### src/rtl/time_set_ctrl_pkg.sv
// watch_pkg: shared FSM states, digit positions, per-position limits and BCD field helpers
package watch_pkg;
  typedef enum logic [1:0] {ST_IDLE, ST_EDIT, ST_COMMIT, ST_HOLD} state_t;
  localparam logic [2:0] POS_H_TEN = 3'd0;
  localparam logic [2:0] POS_H_ONE = 3'd1;
  localparam logic [2:0] POS_M_TEN = 3'd2;
  localparam logic [2:0] POS_M_ONE = 3'd3;
  localparam logic [2:0] POS_S_TEN = 3'd4;
  localparam logic [2:0] POS_S_ONE = 3'd5;
  localparam logic [3:0] LIM_H_TEN    = 4'd2;
  localparam logic [3:0] LIM_H_ONE    = 4'd9;
  localparam logic [3:0] LIM_H_ONE_20 = 4'd3;
  localparam logic [3:0] LIM_TEN      = 4'd5;
  localparam logic [3:0] LIM_ONE      = 4'd9;
  function automatic logic [3:0] get_digit(input logic [23:0] t, input logic [2:0] pos);
    return t[4*(5-int'(pos)) +: 4];
  endfunction
  function automatic logic [23:0] set_digit(input logic [23:0] t, input logic [2:0] pos, input logic [3:0] d);
    logic [23:0] r;
    r = t;
    r[4*(5-int'(pos)) +: 4] = d;
    return r;
  endfunction
endpackage

### src/rtl/time_set_ctrl_if.sv
// time_set_ctrl_if: keypad/time-counter/display signals of the time setter
interface time_set_ctrl_if;
  logic        set_mode;
  logic        key_valid;
  logic [3:0]  key_digit;
  logic [23:0] cur_time;
  logic        load;
  logic [23:0] load_time;
  logic [23:0] edit_time;
  logic [2:0]  cursor;
  logic        blink;
  logic        busy;
  logic        err;
  modport master (output set_mode, key_valid, key_digit, cur_time,
                  input load, load_time, edit_time, cursor, blink, busy, err);
  modport slave  (input set_mode, key_valid, key_digit, cur_time,
                  output load, load_time, edit_time, cursor, blink, busy, err);
endinterface

### src/rtl/time_set_ctrl_limit.sv
// time_digit_limit: legality of a keyed digit at the cursor (range checks under TIME_SET_VALIDATE_EN)
module time_digit_limit
  import watch_pkg::*;
(
  input  logic [2:0] i_cursor,
  input  logic [3:0] i_digit,
  input  logic [3:0] i_h_ten,
  output logic       o_accept
);
`ifdef TIME_SET_VALIDATE_EN
  logic [3:0] w_lim;
  // pick the upper bound for the digit position; hour units shrink once the tens digit is 2
  always_comb w_lim = i_cursor == POS_H_TEN ? LIM_H_TEN :
                      i_cursor == POS_H_ONE ? (i_h_ten == 4'd2 ? LIM_H_ONE_20 : LIM_H_ONE) :
                      (i_cursor == POS_M_TEN || i_cursor == POS_S_TEN) ? LIM_TEN : LIM_ONE;
  assign o_accept = i_digit <= w_lim;
`else
  logic w_unused;
  assign w_unused = ^{i_cursor, i_h_ten};
  assign o_accept = i_digit <= 4'd9;
`endif
endmodule

### src/rtl/time_set_ctrl.sv
// time_set_ctrl: keypad-driven HH:MM:SS entry and load sequencer; TIME_SET_VALIDATE_EN enables range checks and h_one clamp
module time_set_ctrl
  import watch_pkg::*;
#(
  parameter int TIMEOUT_CYC = 10000,
  parameter int BLINK_HALF  = 250
) (
  input logic            clk,
  input logic            rst,
  time_set_ctrl_if.slave bus
);
  localparam int TW = $clog2(TIMEOUT_CYC);
  localparam int BW = $clog2(BLINK_HALF);
  state_t        r_state, w_next;
  logic [23:0]   r_buf, r_load_time, w_wbuf;
  logic [2:0]    r_cursor;
  logic [TW-1:0] r_to;
  logic [BW-1:0] r_bc;
  logic          r_blink, r_load, r_err, r_busy;
  logic [3:0]    w_h_ten;
  logic          w_accept, w_key, w_ok, w_bad, w_last, w_timeout, w_bc_wrap;
  assign w_h_ten   = get_digit(r_buf, POS_H_TEN);
  assign w_key     = r_state == ST_EDIT && bus.set_mode && bus.key_valid;
  assign w_ok      = w_key && w_accept;
  assign w_bad     = w_key && !w_accept;
  assign w_last    = r_cursor == POS_S_ONE;
  assign w_timeout = r_to == TW'(TIMEOUT_CYC - 1);
  assign w_bc_wrap = r_bc == BW'(BLINK_HALF - 1);
  time_digit_limit u_limit (
    .i_cursor (r_cursor),
    .i_digit  (bus.key_digit),
    .i_h_ten  (w_h_ten),
    .o_accept (w_accept)
  );
  // buffer image after writing the keyed digit, with the hour-units clamp when entering 2x
  always_comb begin
    w_wbuf = set_digit(r_buf, r_cursor, bus.key_digit);
`ifdef TIME_SET_VALIDATE_EN
    if (r_cursor == POS_H_TEN && bus.key_digit == 4'd2 && get_digit(r_buf, POS_H_ONE) > LIM_H_ONE_20)
      w_wbuf = set_digit(w_wbuf, POS_H_ONE, 4'd0);
`endif
  end
  // next state: abort beats a key, an accepted key beats timeout
  always_comb begin
    w_next = r_state;
    unique case (r_state)
      ST_IDLE:   w_next = bus.set_mode ? ST_EDIT : ST_IDLE;
      ST_EDIT:   w_next = !bus.set_mode ? ST_IDLE : w_ok ? (w_last ? ST_COMMIT : ST_EDIT) : w_timeout ? ST_IDLE : ST_EDIT;
      ST_COMMIT: w_next = ST_HOLD;
      ST_HOLD:   w_next = bus.set_mode ? ST_HOLD : ST_IDLE;
      default:   w_next = ST_IDLE;
    endcase
  end
  // state register
  always_ff @(posedge clk or negedge rst)
    if (!rst) r_state <= ST_IDLE;
    else      r_state <= w_next;
  // edit buffer, cursor, timers and registered outputs
  always_ff @(posedge clk or negedge rst) begin
    if (!rst) begin
      r_buf       <= '0;
      r_load_time <= '0;
      r_cursor    <= '0;
      r_to        <= '0;
      r_bc        <= '0;
      r_blink     <= 1'b0;
      r_load      <= 1'b0;
      r_err       <= 1'b0;
      r_busy      <= 1'b0;
    end else begin
      r_load <= w_ok && w_last;
      r_err  <= w_bad;
      r_busy <= w_next != ST_IDLE;
      if (r_state == ST_IDLE && bus.set_mode) begin
        r_buf    <= bus.cur_time;
        r_cursor <= POS_H_TEN;
        r_to     <= '0;
        r_bc     <= '0;
        r_blink  <= 1'b1;
      end else if (w_ok) begin
        r_buf    <= w_wbuf;
        r_cursor <= w_last ? r_cursor : r_cursor + 3'd1;
        r_to     <= '0;
        r_bc     <= '0;
        r_blink  <= 1'b1;
        if (w_last) r_load_time <= w_wbuf;
      end else if (r_state == ST_EDIT) begin
        r_to    <= r_to + TW'(1);
        r_bc    <= w_bc_wrap ? '0 : r_bc + BW'(1);
        r_blink <= r_blink ^ w_bc_wrap;
      end
      if (w_next != ST_EDIT) r_blink <= 1'b0;
    end
  end
  assign bus.load      = r_load;
  assign bus.load_time = r_load_time;
  assign bus.edit_time = r_buf;
  assign bus.cursor    = r_cursor;
  assign bus.blink     = r_blink;
  assign bus.busy      = r_busy;
  assign bus.err       = r_err;
endmodule

### src/flat_wrapper.sv
// flat-port wrapper written by rule: the top's interface ports become plain ports
module time_set_ctrl_flat import watch_pkg::*;
#(
  parameter int TIMEOUT_CYC = 10000,
  parameter int BLINK_HALF  = 250
)
  (clk, rst, bus_set_mode, bus_key_valid, bus_key_digit, bus_cur_time, bus_load, bus_load_time, bus_edit_time, bus_cursor, bus_blink, bus_busy, bus_err);
  time_set_ctrl_if bus_i ();
  input logic clk;
  input logic rst;
  input wire logic [$bits(bus_i.set_mode)-1:0] bus_set_mode;
  input wire logic [$bits(bus_i.key_valid)-1:0] bus_key_valid;
  input wire logic [$bits(bus_i.key_digit)-1:0] bus_key_digit;
  input wire logic [$bits(bus_i.cur_time)-1:0] bus_cur_time;
  output wire logic [$bits(bus_i.load)-1:0] bus_load;
  output wire logic [$bits(bus_i.load_time)-1:0] bus_load_time;
  output wire logic [$bits(bus_i.edit_time)-1:0] bus_edit_time;
  output wire logic [$bits(bus_i.cursor)-1:0] bus_cursor;
  output wire logic [$bits(bus_i.blink)-1:0] bus_blink;
  output wire logic [$bits(bus_i.busy)-1:0] bus_busy;
  output wire logic [$bits(bus_i.err)-1:0] bus_err;
  assign bus_i.set_mode = bus_set_mode;
  assign bus_i.key_valid = bus_key_valid;
  assign bus_i.key_digit = bus_key_digit;
  assign bus_i.cur_time = bus_cur_time;
  assign bus_load = bus_i.load;
  assign bus_load_time = bus_i.load_time;
  assign bus_edit_time = bus_i.edit_time;
  assign bus_cursor = bus_i.cursor;
  assign bus_blink = bus_i.blink;
  assign bus_busy = bus_i.busy;
  assign bus_err = bus_i.err;
  time_set_ctrl #(.TIMEOUT_CYC(TIMEOUT_CYC), .BLINK_HALF(BLINK_HALF)) u_core (.clk(clk), .rst(rst), .bus(bus_i));
endmodule
### config.mk
export PLATFORM = sky130hd
export DESIGN_NAME = time_set_ctrl_flat
export DESIGN_NICKNAME = d
export VERILOG_FILES = /design/src/rtl/time_set_ctrl_pkg.sv /design/src/rtl/time_set_ctrl_if.sv /design/src/rtl/time_set_ctrl_limit.sv /design/src/rtl/time_set_ctrl.sv /design/src/flat_wrapper.sv
export SDC_FILE = /design/constraint.sdc
export NUM_CORES = 1
export LEC_CHECK = 0
export CORE_UTILIZATION = 38
export CTS_CLUSTER_SIZE = 12
export DETAILED_ROUTE_END_ITERATION = 7
export MAX_ROUTING_LAYER = met4
export PLACE_DENSITY = 0.65
export SLEW_MARGIN = 10
export SYNTH_ARGS = -nofsm -noshare
export SYNTH_HDL_FRONTEND = slang
export SYNTH_SLANG_ARGS = --single-unit
### constraint.sdc
create_clock -name clk -period 2.6 [get_ports clk]
set_input_delay 0.78 -clock clk [delete_from_list [all_inputs] [get_ports clk]]
set_output_delay 0.78 -clock clk [all_outputs]
set_load 0.01 [all_outputs]
==> metrics.cfg <==
[timing]
slew_headroom_pct=73.5
clock-skew-final_ns=0.0154
hold_viol=0
final-max-slew-violation-count=0
max_freq_mhz=404
final.min_clock_period_ns=2.48
report.final.setup_viol=0
fin_setup_tns_ns=0
period_share_pct=95.2
grt_setup_unrepaired=no
worstMarginPinSlew_ns=0.398

[critical_path]
reg2reg_depth=9
worstPathMaxFanout=4
r2r_slack_ns=0.12
reg2reg_to=u_core.bus.edit_time[15]
required_ns=2.84
path_class=reg2reg
cp-end-kind=flip-flop
cp-start-kind=flip-flop
crit_arrival_ns=2.72
rr_startpoint=u_core.bus.cursor[1]

[routing]
dr.pass1.iters=4
ant_nets=0
viasPerCell=5.19
routedWlPerCell_um=16.0
routed-via-count=3199
finalWirelength_um=9830
dr.first_iter.drc_count=174
drc=0

[pwr]
p_sw_uw=1060
ir_worst_vdd_mv=0.368
p_int_uw=2410
power.density_mw_per_mm2=635
switching_share_pct=30.6
pwr-share-seq_pct=44.1
cellLeakagePower_uw=0.00251
comb_power_share_pct=28.6
p_clk_share_pct=27.4

[clock_tree]
numCtsBuffers=9
clock_sinks=79
clockBufferDepth=2
cts.clk_slew.worst_paths_ns=0.09
cts_tree=built
post_cts_buffers=0
cts_hold_buf=0
clockRootBuffer=clkbuf_8
cts.htree.levels=3
worstSkewPairLatency_ns=0.35

[synthesis]
synth_area_mm2=0.00409
synth_ff_type=dfrtp_1
synthesis.nets=412
post_synth_num_cell_types=56
ys_seq_area_share_pct=48.3
ys_seq_elements=79
ys_warn_count=0
synthCells=366
synthArstFlopShare_pct=100
syn-mean-instance-area_um2=11.2
synth_edf_count=0

[global_route]
antenna_found_initial=0
gr-usage-all-layers_pct=18.8
grt_pass1_vias=3236
grt_max_degree=51
grt_pass1_wl_um=16200
overflow=0

[cells_and_area]
nNetsFinal=521
utilization_pct=52.8
diodes=0
layout-drive-gt1-share_pct=19.8
area_delta_synth_final_pct=33.9

[job]
maxCapViolations=0

[floorplan]
core_region_area_mm2=0.0104
num_rows=37
dieArea_mm2=0.0112
io_pins=87
dieHeight_um=106
die_x_um=106
initial_core_util_pct=39.5

[placed_design]
place.gp.congestion=0.849
port_buffers=86
hpwl_um=7260

[run_status]
status=finished clean

[min_path]
hold_path.class=in2async

==> cell usage in the layout, fill, tap and decap left out, drive strengths merged, types with 2 or more instances in the layout <==
cell type / Yosys / final
a21o: 17 / 17
a21oi: 8 / 8
a221o: 12 / 12
a22o: 9 / 9
and3: 5 / 5
and4: 2 / 2
buf: 13 / 31
clkbuf: 5 / 11
clkdlybuf4s50: 0 / 85
dfrtp: 79 / 79
ha: 13 / 13
inv: 12 / 14
mux2: 33 / 33
mux2i: 5 / 5
nand2: 27 / 27
nand2b: 5 / 5
nand3: 5 / 5
nand4: 14 / 14
nand4b: 3 / 3
nor2: 33 / 33
nor2b: 7 / 7
nor3: 4 / 4
nor3b: 2 / 2
nor4: 4 / 4
nor4b: 3 / 3
o21ai: 14 / 14
or3: 4 / 4
xnor2: 8 / 8
xor2: 4 / 4
==> worst max-delay path by stage <==
| stage | startpoint | to | slack (ns) |
|---|---|---|---|
| 6_report | u_core.bus.cursor[1] | u_core.bus.edit_time[15] | 0.12 |
| 5_1_grt | u_core.bus.cursor[1] | u_core.bus.load_time[10] | 0.0004 |
| 3_3_place_gp | bus_set_mode | u_core.bus.blink | 0.07 |
| 3_5_place_dp | bus_set_mode | u_core.bus.blink | 0.02 |
| 4_1_cts | u_core.bus.cursor[0] | u_core.bus.load_time[11] | 0.10 |
| 2_1_floorplan | u_core.bus.cursor[1] | u_core.bus.load_time[10] | 0.02 |
==> worst max-delay path, stage by stage, from the launching register on <==
cell      delay (ns)
dfrtp_1         0.35
inv_1           0.06
buf_4           0.14
ha_1            0.29
nand2b_1        0.21
ha_4            0.25
nor4b_4         0.38
nand4b_2        0.17
a21o_1          0.25
a221o_1         0.30
==> synthesized netlist by cell type, types with 3 or more instances <==
cell type / count / share of area [%]
nand2b_1: 5 / 0.76
clkbuf_1: 5 / 0.46
nand4_1: 12 / 1.8
a21oi_1: 6 / 0.73
dfrtp_1: 79 / 48
buf_2: 7 / 0.86
xnor2_1: 8 / 1.7
nor3_1: 4 / 0.49
and3_1: 5 / 0.76
a221o_1: 12 / 2.9
buf_6: 3 / 0.83
nor2_1: 32 / 2.9
xor2_1: 4 / 0.86
inv_1: 12 / 1.1
buf_4: 3 / 0.55
or3_1: 4 / 0.61
o21ai_0: 12 / 1.5
a21o_1: 17 / 3.1
nand2_1: 26 / 2.4
nor4_1: 3 / 0.46
mux2i_1: 5 / 1.2
ha_1: 13 / 4.0
mux2_2: 33 / 9.1
a22o_1: 9 / 1.9
nor2b_1: 7 / 1.1
nand3_1: 5 / 0.61
==> power groups by stage <==
stage | logic, uW | clock network [uW] | registers [uW]
after detailed placement | 999 | 0 | 1560
after CTS | 1000 | 980 | 1530
after floorplan | 469 | 0 | 1580
after global placement | 980 | 0 | 1550
after global routing | 1090 | 1030 | 1550
final | 993 | 952 | 1530
==> routing by layer <==
layer  GRT usage (%)  routed length (um)
met1            24.8                4630
met2            30.5                4840
met3            3.03                 281
met4            4.17                  85
met5               -                   0
==> kinds of logic (layout without fill, tap and decap cells) <==
logic type	count (synthesis)	in the layout	share of synthesized area [%]
AND/OR/NAND/NOR	123	123	17.5
AO/OA/AOI/OAI	69	69	12.8
adder cells (fa/ha/maj)	15	15	4.71
flip-flops	79	79	48.3
multiplexers	38	38	10.3
buffers and inverters	30	144	3.79
XOR/XNOR	12	12	2.57
==> metrics by stage <==
step / total power [uW] / setup WS [ns] / hold slack, ns / std cells / instance area, um2
after floorplan: 2050 / 0.0169 / 0.484 / 366 / 4090
after global placement: 2530 / 0.0663 / 0.489 / 600 / 5260
after detailed placement: 2560 / 0.0247 / 0.496 / 600 / 5260
after CTS: 3520 / 0.104 / 0.349 / 616 / 5470
after global routing: 3670 / 0.000429 / 0.367 / 616 / 5480
final: 3480 / 0.124 / 0.346 / 616 / 5480
==> timing repair <==
action | CTS | global route
gates resized for setup | 0 | 2
hold endpoints to repair | 0 | 0
setup endpoints to repair | 0 | 13
==> registers in the layout (all words and copies together), names as in the netlist <==
| signal | cells |
|---|---|
| u_core.bus.load_time | 24 |
| u_core.bus.cursor | 3 |
| u_core.bus.blink | 1 |
| u_core.r_to | 14 |
| u_core.bus.err | 1 |
| u_core.bus.load | 1 |
| u_core.r_bc | 8 |
| u_core.bus.edit_time | 24 |
| u_core.bus.busy | 1 |
| u_core.r_state | 2 |
==> final cells by class <==
class / count / area, um2
fillers: 918 / 4890
clock inverters: 5 / 63.8
flip-flops and latches: 79 / 1980
clock buffers: 11 / 141
repair buffers: 116 / 1110
well taps: 136 / 170
multi-input cells: 257 / 1970
inverters: 12 / 45.0
Power figures use the tool's default switching activity.
